File: src/rtl/pixel_fetch.sv
// pixel_fetch
// Upstream feeder of the VGA timing stage. It walks a linear frame buffer,
// issues in-order word reads to the memory arbiter and writes each returned
// pixel into the pixel FIFO one cycle after it arrives. It runs ahead of the
// raster and only as far as FIFO credit allows, so the FIFO never overflows.
//
// Ports
//   clk, rst        system clock, asynchronous active-low reset
//   enable          level, 1 = fetch frames continuously
//   fb_base         frame buffer base word address, sampled at frame start
//   mem_req/addr    read request and its word address (held until mem_gnt)
//   mem_gnt         request accepted this cycle
//   mem_rvalid/data in-order read return
//   fifo_wr/din     registered write into the pixel FIFO
//   fifo_level      current FIFO occupancy
//   frame_done      pulse together with the write of a frame's last pixel
//   busy            fetcher is not idle
//   err             sticky: a return arrived with nothing outstanding
module pixel_fetch #(
    parameter int H_ACTIVE   = 640,
    parameter int V_ACTIVE   = 480,
    parameter int ADDR_W     = 20,
    parameter int DATA_W     = 24,
    parameter int FIFO_DEPTH = 16,
    parameter int MAX_OUTST  = 4
) (
    input  logic                          clk,
    input  logic                          rst,
    input  logic                          enable,
    input  logic [ADDR_W-1:0]             fb_base,
    output logic                          mem_req,
    output logic [ADDR_W-1:0]             mem_addr,
    input  logic                          mem_gnt,
    input  logic                          mem_rvalid,
    input  logic [DATA_W-1:0]             mem_rdata,
    output logic                          fifo_wr,
    output logic [DATA_W-1:0]             fifo_din,
    input  logic [$clog2(FIFO_DEPTH):0]   fifo_level,
    output logic                          frame_done,
    output logic                          busy,
    output logic                          err
);

    localparam int OW = $clog2(MAX_OUTST) + 1;
    localparam int LW = $clog2(FIFO_DEPTH) + 1;
    localparam int CW = LW + 2;
    localparam logic [18:0] LAST_IDX = 19'(H_ACTIVE * V_ACTIVE - 1);

    typedef enum logic [1:0] {
        ST_IDLE,
        ST_FETCH,
        ST_DRAIN
    } state_t;

    state_t              r_state;
    state_t              w_state_nxt;
    logic [18:0]         r_pix_idx;
    logic [18:0]         r_ret_cnt;
    logic [OW-1:0]       r_outst;
    logic [ADDR_W-1:0]   r_base_q;
    logic                r_mem_req;
    logic [ADDR_W-1:0]   r_mem_addr;
    logic                r_fifo_wr;
    logic [DATA_W-1:0]   r_fifo_din;
    logic                r_frame_done;
    logic                r_busy;
    logic                r_err;

    logic                w_grant;
    logic                w_valid_ret;
    logic [OW-1:0]       w_outst_nxt;
    logic [CW-1:0]       w_credit_sum;
    logic                w_credit_ok;
    logic                w_issue;
    logic                w_start;
    logic                w_clear;
    logic [18:0]         w_pix_nxt;
    logic [ADDR_W-1:0]   w_base_nxt;

    assign mem_req    = r_mem_req;
    assign mem_addr   = r_mem_addr;
    assign fifo_wr    = r_fifo_wr;
    assign fifo_din   = r_fifo_din;
    assign frame_done = r_frame_done;
    assign busy       = r_busy;
    assign err        = r_err;

    assign w_grant     = r_mem_req & mem_gnt;
    // A return with nothing outstanding is an arbiter fault: it is dropped.
    assign w_valid_ret = mem_rvalid & (r_outst != '0);
    assign w_outst_nxt = r_outst + OW'(w_grant) - OW'(w_valid_ret);

    // Credit is judged on every pixel already committed after this edge:
    // FIFO contents, the write in flight, the return being registered now and
    // all reads outstanding (including a grant this cycle). A request raised
    // next cycle therefore always has a FIFO slot reserved for its data.
    assign w_credit_sum = CW'(fifo_level) + CW'(r_fifo_wr) + CW'(w_valid_ret)
                        + CW'(w_outst_nxt);
    assign w_credit_ok  = (w_outst_nxt < OW'(MAX_OUTST))
                        && (w_credit_sum < CW'(FIFO_DEPTH));

    // State register.
    always_ff @(posedge clk or negedge rst) begin
        if (!rst) begin
            r_state <= ST_IDLE;
        end else begin
            r_state <= w_state_nxt;
        end
    end

    // Next state and control strobes. A request already on the bus must be
    // granted before FETCH may either raise another one or leave for DRAIN.
    always_comb begin
        w_state_nxt = r_state;
        w_issue     = 1'b0;
        w_start     = 1'b0;
        w_clear     = 1'b0;
        case (r_state)
            ST_IDLE: begin
                if (enable) begin
                    w_state_nxt = ST_FETCH;
                    w_start     = 1'b1;
                end
            end
            ST_FETCH: begin
                if (!r_mem_req || mem_gnt) begin
                    if (enable) begin
                        w_issue = w_credit_ok;
                    end else begin
                        w_state_nxt = ST_DRAIN;
                    end
                end
            end
            ST_DRAIN: begin
                if ((r_outst == '0) && !r_fifo_wr) begin
                    w_state_nxt = ST_IDLE;
                    w_clear     = 1'b1;
                end
            end
            default: begin
                w_state_nxt = ST_IDLE;
            end
        endcase
    end

    // Pixel index and frame base after this edge. The base is resampled only
    // when a frame starts, so a mid-frame fb_base change applies next frame.
    always_comb begin
        w_pix_nxt  = r_pix_idx;
        w_base_nxt = r_base_q;
        if (w_start) begin
            w_pix_nxt  = '0;
            w_base_nxt = fb_base;
        end else if (w_grant) begin
            if (r_pix_idx == LAST_IDX) begin
                w_pix_nxt  = '0;
                w_base_nxt = fb_base;
            end else begin
                w_pix_nxt = r_pix_idx + 19'd1;
            end
        end else if (w_clear) begin
            w_pix_nxt = '0;
        end
    end

    // Request side: index, base, outstanding count and the request itself.
    always_ff @(posedge clk or negedge rst) begin
        if (!rst) begin
            r_pix_idx  <= '0;
            r_base_q   <= '0;
            r_outst    <= '0;
            r_mem_req  <= 1'b0;
            r_mem_addr <= '0;
            r_busy     <= 1'b0;
        end else begin
            r_pix_idx <= w_pix_nxt;
            r_base_q  <= w_base_nxt;
            r_outst   <= w_outst_nxt;
            r_mem_req <= w_issue | (r_mem_req & ~mem_gnt);
            if (w_issue) begin
                r_mem_addr <= w_base_nxt + ADDR_W'(w_pix_nxt);
            end
            r_busy <= (w_state_nxt != ST_IDLE);
        end
    end

    // Return side: registered FIFO write, frame counting and the error flag.
    always_ff @(posedge clk or negedge rst) begin
        if (!rst) begin
            r_fifo_wr    <= 1'b0;
            r_fifo_din   <= '0;
            r_frame_done <= 1'b0;
            r_ret_cnt    <= '0;
            r_err        <= 1'b0;
        end else begin
            r_fifo_wr    <= w_valid_ret;
            r_frame_done <= w_valid_ret && (r_ret_cnt == LAST_IDX);
            if (w_valid_ret) begin
                r_fifo_din <= mem_rdata;
            end
            if (w_clear) begin
                r_ret_cnt <= '0;
            end else if (w_valid_ret) begin
                r_ret_cnt <= (r_ret_cnt == LAST_IDX) ? 19'd0 : r_ret_cnt + 19'd1;
            end
            if (mem_rvalid && (r_outst == '0)) begin
                r_err <= 1'b1;
            end
        end
    end

endmodule

File: config.mk
export PLATFORM = sky130hd
export DESIGN_NAME = pixel_fetch
export DESIGN_NICKNAME = d
export VERILOG_FILES = /design/src/rtl/pixel_fetch.sv
export SDC_FILE = /design/constraint.sdc
export NUM_CORES = 1
export LEC_CHECK = 0
export BUFFER_PORTS_ARGS = -buffer_cell sky130_fd_sc_hd__buf_2
export CAP_MARGIN = 20
export CORE_MARGIN = 4
export CORE_UTILIZATION = 58
export CTS_BUF_LIST = sky130_fd_sc_hd__clkbuf_4
export DETAILED_ROUTE_END_ITERATION = 16
export PLACE_DENSITY_LB_ADDON = 0.12
export SLEW_MARGIN = 40
export SYNTH_ARGS = -nofsm -noshare
export SYNTH_HDL_FRONTEND = slang
export SYNTH_SLANG_ARGS = --single-unit
File: constraint.sdc
create_clock -name clk -period 5.6 [get_ports clk]
set_input_delay 0.84 -clock clk [delete_from_list [all_inputs] [get_ports clk]]
set_output_delay 0.84 -clock clk [all_outputs]
set_load 0.01 [all_outputs]
==> run summary, run 1 <==
Post-Synth XOR/XNOR Area: 0.04532
Area of the mapped netlist: 5798 um2
H-tree levels: 3
Routability congestion estimate: 0.9086
HPWL after DPL: 10060 um
Row count: 36
First-pass GRT wire length: 22400 um
Pin count of the biggest net entering global routing: 60
Vias per Instance: 5.666
Most common flop cell mapped by yosys: dfrtp_1
Unique masters post-synth: 54
Layout Area Growth over Synthesis: 14.11%
Worst slew margin: 0.5387
Ant diodes: 0
Die ar.: 11660 um2
I/O Buffers: 102
Comb pwr share: 0.411
DRT iter0 DRCs: 251
Setup bufs post-CTS: 0
Core region area: 9774 um2
# IOs: 103
Switching pwr: 1028 uW
M2 GR Usage: 0.3872
Worst r2r src: r_outst[1]$_DFF_PN0_
Syn Area/Cell: 9.568 um2
Post-Synth Simple-Gate Area: 0.2262
Final min period: 4.541 ns
Sequential Power Share: 0.437
Final core utilization: 0.6769
Worst-path fanout max: 31
MaxCap Viol Count: 0
First-pass detailed-route iteration total: 5
Post-synth EDFFs: 0
Type of the worst setup path: flip-flop to flip-flop
Initial antenna violation count: 0
Pre-CTS setup slack: 0.9770 ns
Worst setup margin: 1.059 ns
Cell Pwr Density: 405.2 nW/um2
Max stage delay cell, worst path: or4b_1
Internal: 1653 uW
Gr busiest metal: met2
Die Span Y: 108.0 um
#FFs+latches synth: 112
Clk pin slew, worst setup/hold paths: 0.16 ns
Fin crit share: 0.8108
Final setup violating endpoints: 0
Crit path largest cell delay: 0.48 ns
CTS tree: yes
Crit path capture type: flip-flop
Clk_skew: 0.01399 ns
Vias: 4799
Post-synthesis adder-cell area fraction: 0.06862
Synthesized netlist cell count: 606
Post-synth ARST share: 1.000
Grt met1 use: 0.3406
Seq/Total Area, Yosys: 0.4834
Net count after synthesis: 690
ANT nets after route: 0
Hold Violations, Final: 0
Clk pwr share: 0.152
Sw Share: 0.3836
Share of layout cells above drive strength 1: 0.2241
Final nets: 793
Warning count from the yosys run: 0
CTS sink cnt: 112
Met3 usage: 0.06030
Slew Viols, Final: 0
Crit path from: r_outst[1]$_DFF_PN0_
Initial cell density of the core: 0.5932
Largest family of logic cells by synthesized area: simple AND/OR/NAND/NOR gates
Clock Latency Late Sink: 0.48 ns
Total negative slack: 0 ns
RSZ-0062 raised after global routing: no
CTS Buf Count: 9
Number of global-route vias before repair: 4619
Crit path DAT: 4.92 ns
Maximum vdd drop: 0.2897 mV
# resized after CTS: 0
WL final: 13280 um
CP Cell Sequence: or3_4 > nand2_4 > inv_2 > xnor2_1 > ha_1 > inv_1 > fa_1 > xnor2_1 > xnor2_1 > ha_1 > ha_1 > or4b_1 > or3_1 > a21oi_2 > o21ai_1 > o221a_1 > o311a_1
GRT overflow: 0
Worst slew pin tran: 0.6919 ns
Number of fill cells: 798
# hold bufs at CTS: 0
Die X: 108.0 um
Outcome: finished, final reports clean
Fmax: 220.2 MHz
Remaining DRCs: 0
Synth Area in Compound Gates: 0.1085
Total track usage: 0.2428
CTS max path bufs: 2
Hold Crit Class: primary input to async pin
Root buf cell: clkbuf_4
Leak pwr: 0.003186 uW
Required time worst endpoint: 5.98 ns
Startpoint types: flip-flop
Proportion of synthesized area in mux cells: 0.04596
Wire per inst: 15.68 um
## cells by family (layout without fill, tap and decap cells)
logic type / Yosys count / in the layout
adders and majority gates: 30 / 30
AOI/OAI and AO/OA: 104 / 104
and+or+nand+nor: 274 / 274
xor gates and xnor gates: 30 / 30
DFF: 112 / 112
muxes: 24 / 24
buffers and inverters: 32 / 140
## Yosys cell counts (all sizes together), types with 9 or more instances
master | count | area, um2
nand3 | 30 | 150.1
xnor2 | 10 | 87.58
a21oi | 32 | 163.9
ha | 27 | 337.8
nand2 | 120 | 457.9
xor2 | 20 | 175.2
clkbuf | 9 | 33.78
mux2 | 21 | 236.5
dfrtp | 112 | 2803
nand4 | 15 | 93.84
nor2 | 43 | 161.4
inv | 15 | 56.30
o21ai | 38 | 190.2
nor3 | 9 | 50.05
## state kept, by name (all words and copies together) (netlist names), 2 cells and up
| name | cells |
|---|---|
| r_state | 2 |
| mem_addr | 20 |
| r_base_q | 20 |
| fifo_din | 24 |
| r_outst | 3 |
| r_pix_idx | 19 |
| r_ret_cnt | 19 |
## power groups by stage
stage	Sequential, uW	Clock, uW	Combinational, uW
floorplan	1230	0	686
global placement	1180	0	1060
detailed placement	1190	0	1100
CTS	1170	425	1100
global route	1200	456	1240
finish	1170	408	1100
## through the flow
| step | cells | hold slack [ns] | total power [uW] | area [um2] |
|---|---|---|---|---|
| after global placement | 831 | 0.4529 | 2243 | 6462 |
| after global routing | 847 | 0.3818 | 2903 | 6616 |
| after CTS | 847 | 0.3823 | 2701 | 6613 |
| after floorplan | 606 | 0.4609 | 1912 | 5798 |
| final | 847 | 0.3793 | 2681 | 6616 |
| after detailed placement | 831 | 0.4569 | 2287 | 6467 |
## critical path: cells and delay by family (launching register included)
kind | cells | cell delay, ns
AND/OR/NAND/NOR | 4 | 1.60
AO/OA/AOI/OAI | 4 | 0.92
adder cells (fa/ha/maj) | 4 | 0.90
flip-flops | 1 | 0.46
XOR/XNOR | 3 | 0.44
buffers and inverters | 2 | 0.11
## layout make-up
class                   instances  area (um2)  share of cell area
clock inverters                 6       70.07             0.01059
clock buffers                  10       75.07             0.01135
inverters                      15       56.30            0.008510
multi-input cells             462        2877              0.4348
repair buffers                109       569.3             0.08604
flip-flops and latches        112        2803              0.4236
well taps                     133       166.4             0.02515
## path summary, 6_finish.rpt
check / endpoint / slack [ns] / depth (start not counted)
min in group clk: err$_DFFE_PN0P_ / 0.49 / 1
min: fifo_din[14]$_DFFE_PN0P_ / 0.38 / 1
max reg2reg: mem_addr[19]$_DFFE_PN0P_ / 1.06 / 17
max: mem_addr[19]$_DFFE_PN0P_ / 1.06 / 17
min reg2reg: err$_DFFE_PN0P_ / 0.49 / 1
max in group asynchronous: fifo_din[5]$_DFFE_PN0P_ / 4.26 / 2
## routing by layer
layer,vias to the layer above,share of wire,wire [um]
met5,-,0,0
met4,0,0.015,201
met3,16,0.068,898
met2,158,0.47,6307
met1,2298,0.44,5877
li1,2327,-,-
## cells in the final DEF, fill, tap and decap left out, types with 3 or more instances in the layout
| cell | n |
|---|---|
| ha_1 | 27 |
| xnor2_1 | 10 |
| a21oi_1 | 31 |
| buf_2 | 101 |
| and3_1 | 8 |
| and4_1 | 6 |
| mux2i_1 | 3 |
| nor4_1 | 4 |
| nand2_1 | 119 |
| clkinvlp_4 | 3 |
| nand2b_1 | 5 |
| nand3_1 | 30 |
| xor2_1 | 20 |
| nand4_1 | 15 |
| nor2_1 | 43 |
| nand3b_1 | 4 |
| fa_1 | 3 |
| or2_2 | 6 |
| dfrtp_1 | 112 |
| nor3b_1 | 5 |
| inv_1 | 14 |
| nor3_1 | 7 |
| mux2_2 | 21 |
| o21ai_0 | 36 |
| clkbuf_4 | 10 |
| or3_1 | 6 |
| nor2b_1 | 6 |
| o31ai_1 | 4 |
| buf_4 | 7 |
| o21a_1 | 6 |
| a21o_1 | 5 |
(Power assumes the default switching activity.)
==> run 2, diff against run 1 <==
==> constraint.sdc (replaced) <==
create_clock -name clk -period 4.75 [get_ports clk]
set_input_delay 0.7125 -clock clk [delete_from_list [all_inputs] [get_ports clk]]
set_output_delay 0.7125 -clock clk [all_outputs]
set_load 0.01 [all_outputs]
==> run 2 against run 1 <==
  * Clock skew increased by 0.0017 ns
  * Largest power group unchanged
  * Largest cell class unchanged
  * First-iteration DRC count up 6.4%
  * Sequential power rose by 18%
  * Critical path depth decreased by 2
  * Utilization increased by 0.14 points
  * Maximum frequency grew 2.0%
==> run summary, run 2 (synthesized netlist as in run 1, its figures left out) <==
Outcome: finished, final reports clean
Worst-path fanout max: 30
Initial cell density of the core: 0.5932
Layout Area Growth over Synthesis: 14.35%
First-pass detailed-route iteration total: 6
Row count: 36
Cells after DPL: 832
Die Span Y: 108.0 um
Vias: 4824
Die ar.: 11660 um2
CTS tree: yes
Initial antenna violation count: 0
Setup bufs post-CTS: 0
Number of global-route vias before repair: 4619
# IOs: 103
R2R Path End: mem_addr[19]$_DFFE_PN0P_
Type of the worst setup path: flip-flop to flip-flop
Core region area: 9774 um2
Worst setup margin: 0.2989 ns
Crit path from: r_outst[1]$_DFF_PN0_
WL final: 13160 um
Vias per Instance: 5.689
PnR Total Power: 3162 uW
Routability congestion estimate: 0.9347
Leak pwr: 0.003196 uW
Clock Latency Late Sink: 0.48 ns
Max reg flops: 24
Crit path DAT: 4.84 ns
Placed Area: 6491 um2
Maximum vdd drop: 0.2815 mV
Startpoint types: flip-flop
Worst r2r src: r_outst[1]$_DFF_PN0_
First-pass GRT wire length: 22110 um
Clk_skew: 0.01568 ns
Final setup violating endpoints: 0
Crit path capture type: flip-flop
Commonest non-fill, non-tap cell in the layout: nand2_1
Required time worst endpoint: 5.14 ns
Clk pin slew, worst setup/hold paths: 0.16 ns
Die X: 108.0 um
CTS max path bufs: 2
Reg2Reg Depth: 15
Final nets: 794
Remaining DRCs: 0
RSZ-0062 raised after global routing: no
I/O Buffers: 102
Final Cell Area: 6630 um2
DRT iter0 DRCs: 267
Pin count of the biggest net entering global routing: 79
Fin crit share: 0.9371
Share of layout cells above drive strength 1: 0.2238
ANT nets after route: 0
Ant diodes: 0
CTS sink cnt: 112
GRT overflow: 0
R2R setup slack: 0.30 ns
Root buf cell: clkbuf_4
Number of fill cells: 801
Slew Viols, Final: 0
Worst slew margin: 0.5158
Total negative slack: 0 ns
CTS Buf Count: 9
Worst slew pin tran: 0.7169 ns
# hold bufs at CTS: 0
Hold Crit Class: primary input to async pin
Hold Violations, Final: 0
Most frequent cells in the layout: 119 x nand2_1, 112 x dfrtp_1, 101 x buf_2
# resized after CTS: 0
Cell Pwr Density: 477.0 nW/um2
MaxCap Viol Count: 0
HPWL after DPL: 9853 um
Fmax: 224.7 MHz
Wire per inst: 15.52 um
Pre-CTS setup slack: 0.2562 ns
Final min period: 4.451 ns
Final cell count without fillers: 848
Total track usage: 0.2376
Critical path endpoint: mem_addr[19]$_DFFE_PN0P_
H-tree levels: 3
run 2: cell types whose count changed in the layout (fill, tap and decap cells not counted), sizes merged:
cell,change
clkinvlp,-1
buf,+1
inv,+1
clkbuf,-1
clkinv,+1
run 2: power breakdown:
group	internal (uW)	switching, uW	total [uW]
Sequential	1230	151	1380
Clock	161	311	471
Combinational	562	749	1310
Total	1950	1210	3160
run 2: how the worst min path moves through the flow:
stage	slack (ns)	depth (start not counted)	end	from
after floorplan	0.42	0	busy$_DFF_PN0_	rst
after global placement	0.45	2	fifo_din[18]$_DFFE_PN0P_	fifo_din[18]$_DFFE_PN0P_
after detailed placement	0.46	2	fifo_din[18]$_DFFE_PN0P_	fifo_din[18]$_DFFE_PN0P_
after CTS	0.26	1	mem_addr[1]$_DFFE_PN0P_	rst
after global routing	0.26	1	fifo_din[14]$_DFFE_PN0P_	rst
final	0.24	1	fifo_din[14]$_DFFE_PN0P_	rst
run 2: critical path: stages (launching register included):
cell	delay [ns]
dfrtp_1	0.45
or3_4	0.42
nand2_4	0.09
buf_4	0.30
a21oi_1	0.10
fa_1	0.42
xnor2_1	0.19
xnor2_1	0.13
ha_1	0.20
ha_1	0.17
or4b_1	0.50
or3_1	0.39
a21oi_2	0.47
o21ai_1	0.17
o221a_1	0.26
o311a_1	0.10
run 2: cell type report:
cell class,count,area (um2),area share
inverters,15,56.30,0.008492
clock buffers,9,67.56,0.01019
multi-input cells,462,2877,0.4339
flip-flops and latches,112,2803,0.4227
repair buffers,110,589.3,0.08888
clock inverters,7,71.32,0.01076
well taps,133,166.4,0.02510
run 2: through the flow:
stage                     utilization  hold WS (ns)
after floorplan                     -        0.4169
after global placement         0.6632        0.4535
after detailed placement       0.6641        0.4628
after CTS                      0.6783        0.2578
after global routing           0.6783        0.2584
final                          0.6783        0.2353
run 2: routing by layer:
metal / GRT usage / up-vias / wire length (um)
met4: 0.04869 / 0 / 142
met5: 0 / - / 0
met1: 0.3261 / 2355 / 5927
met3: 0.06149 / 12 / 768
met2: 0.3859 / 130 / 6319
li1: - / 2327 / -
==> run 3, diff against run 2 <==
==> constraint.sdc (replaced) <==
create_clock -name clk -period 5.7 [get_ports clk]
set_input_delay 0.855 -clock clk [delete_from_list [all_inputs] [get_ports clk]]
set_output_delay 0.855 -clock clk [all_outputs]
set_load 0.05 [all_outputs]
==> run 3 against run 2 <==
  * Combinational power rose by 12%
  * Register-to-register slack better by 0.85 ns
  * Clock skew is 0.012 ns higher
  * Wire length up 1.6%
  * Final area up 0.26%
  * Maximum frequency is 2.1% lower
==> run summary, run 3 (synthesized netlist as in run 1, its figures left out) <==
Placed Area: 6467 um2
Root buf cell: clkbuf_4
Setup bufs post-CTS: 0
Commonest non-fill, non-tap cell in the layout: nand2_1
Tightest hold margin: 0.3958 ns
CTS tree: yes
Startpoint types: flip-flop
Fmax: 219.9 MHz
Core region area: 9774 um2
Slew Viols, Final: 0
CTS Buf Count: 9
Vias: 4849
First-pass detailed-route iteration total: 5
Outcome: finished, final reports clean
I/O Buffers: 102
Total negative slack: 0 ns
Remaining DRCs: 0
Die ar.: 11660 um2
Die X: 108.0 um
Comb pwr share: 0.477
First-pass GRT wire length: 22400 um
Final min period: 4.548 ns
# resized after CTS: 0
Clock Latency Late Sink: 0.48 ns
Final nets: 793
Ant diodes: 0
Required time worst endpoint: 6.09 ns
Cell Pwr Density: 464.5 nW/um2
Worst-path fanout max: 31
Final setup violating endpoints: 0
Pin count of the biggest net entering global routing: 60
Clk_skew: 0.02721 ns
HPWL after DPL: 10150 um
Sequential Power Share: 0.373
Initial antenna violation count: 0
Number of global-route vias before repair: 4718
Wire per inst: 15.78 um
Internal: 1673 uW
MaxCap Viol Count: 0
Sw Share: 0.4581
Max reg flops: 24
WL final: 13370 um
RSZ-0062 raised after global routing: no
Hold Crit Class: primary input to async pin
Worst slew margin: 0.5139
Share of layout cells above drive strength 1: 0.2241
DRT iter0 DRCs: 267
Hold Violations, Final: 0
Initial cell density of the core: 0.5932
# IOs: 103
Most frequent cells in the layout: 119 x nand2_1, 112 x dfrtp_1, 101 x buf_2
Vias per Instance: 5.725
Type of the worst setup path: flip-flop to flip-flop
H-tree levels: 3
Routability congestion estimate: 0.9189
Row count: 36
Die Span Y: 108.0 um
ANT nets after route: 0
Leak pwr: 0.003207 uW
Crit path capture type: flip-flop
Final Cell Area: 6648 um2
# hold bufs at CTS: 0
Switching pwr: 1415 uW
Clk pin slew, worst setup/hold paths: 0.19 ns
Worst slew pin tran: 0.7291 ns
Fin crit share: 0.7979
CTS sink cnt: 112
GRT overflow: 0
Total track usage: 0.2416
Clk pwr share: 0.150
CTS max path bufs: 2
Maximum vdd drop: 0.3402 mV
Layout Area Growth over Synthesis: 14.65%
Crit path DAT: 4.94 ns
run 3: critical path, cell delays in order (launching register included):
cell     delay, ns
dfrtp_1       0.45
or3_4         0.43
nand2_4       0.29
inv_2         0.07
xnor2_1       0.15
ha_1          0.17
inv_1         0.05
fa_1          0.37
xnor2_1       0.15
xnor2_1       0.15
ha_1          0.20
ha_1          0.18
or4b_1        0.48
or3_1         0.40
a21oi_2       0.41
o21ai_1       0.16
o221a_1       0.25
o311a_1       0.10
run 3: metrics by stage:
step	std cells	util	setup WS, ns	power, uW
after CTS	847	0.6801	1.147	3101
after floorplan	606	-	1.240	2255
after detailed placement	831	0.6617	1.030	2635
after global placement	831	0.6612	1.198	2587
final	847	0.6801	1.152	3088
after global routing	847	0.6801	0.7987	3307
run 3: path summary, 6_finish.rpt:
kind | from | to | slack, ns | cells after the start
max reg2reg | r_outst[1]$_DFF_PN0_ | mem_addr[19]$_DFFE_PN0P_ | 1.15 | 17
min | rst | fifo_din[14]$_DFFE_PN0P_ | 0.40 | 1
max in group asynchronous | rst | r_ret_cnt[13]$_DFFE_PN0P_ | 4.08 | 2
min reg2reg | fifo_din[4]$_DFFE_PN0P_ | fifo_din[4]$_DFFE_PN0P_ | 0.50 | 2
max | r_outst[1]$_DFF_PN0_ | mem_addr[19]$_DFFE_PN0P_ | 1.15 | 17
min in group clk | fifo_din[4]$_DFFE_PN0P_ | fifo_din[4]$_DFFE_PN0P_ | 0.50 | 2
run 3: power by group through the flow:
| stage | logic, uW | registers (uW) | clock network (uW) |
|---|---|---|---|
| floorplan | 675 | 1580 | 0 |
| global placement | 1430 | 1160 | 0 |
| detailed placement | 1470 | 1170 | 0 |
| CTS | 1470 | 1150 | 474 |
| global route | 1610 | 1180 | 511 |
| finish | 1470 | 1150 | 464 |
run 3: cell type report:
| class | instances | area [um2] |
|---|---|---|
| Fill cell | 812 | 3127 |
| Multi-Input combinational cell | 462 | 2877 |
| Sequential cell | 112 | 2803 |
| Timing Repair Buffer | 109 | 565.5 |
| Tap cell | 133 | 166.4 |
| Clock inverter | 7 | 112.6 |
| Clock buffer | 9 | 67.56 |
| Inverter | 15 | 56.30 |
run 3: per-layer routing:
metal / share of wire / vias to the layer above / GRT usage / wire length [um]
li1: - / 2335 / - / -
met1: 0.45 / 2355 / 0.3366 / 5999
met2: 0.49 / 141 / 0.3970 / 6509
met3: 0.052 / 18 / 0.04478 / 698
met4: 0.012 / 0 / 0.05681 / 159
met5: 0 / - / 0 / 0
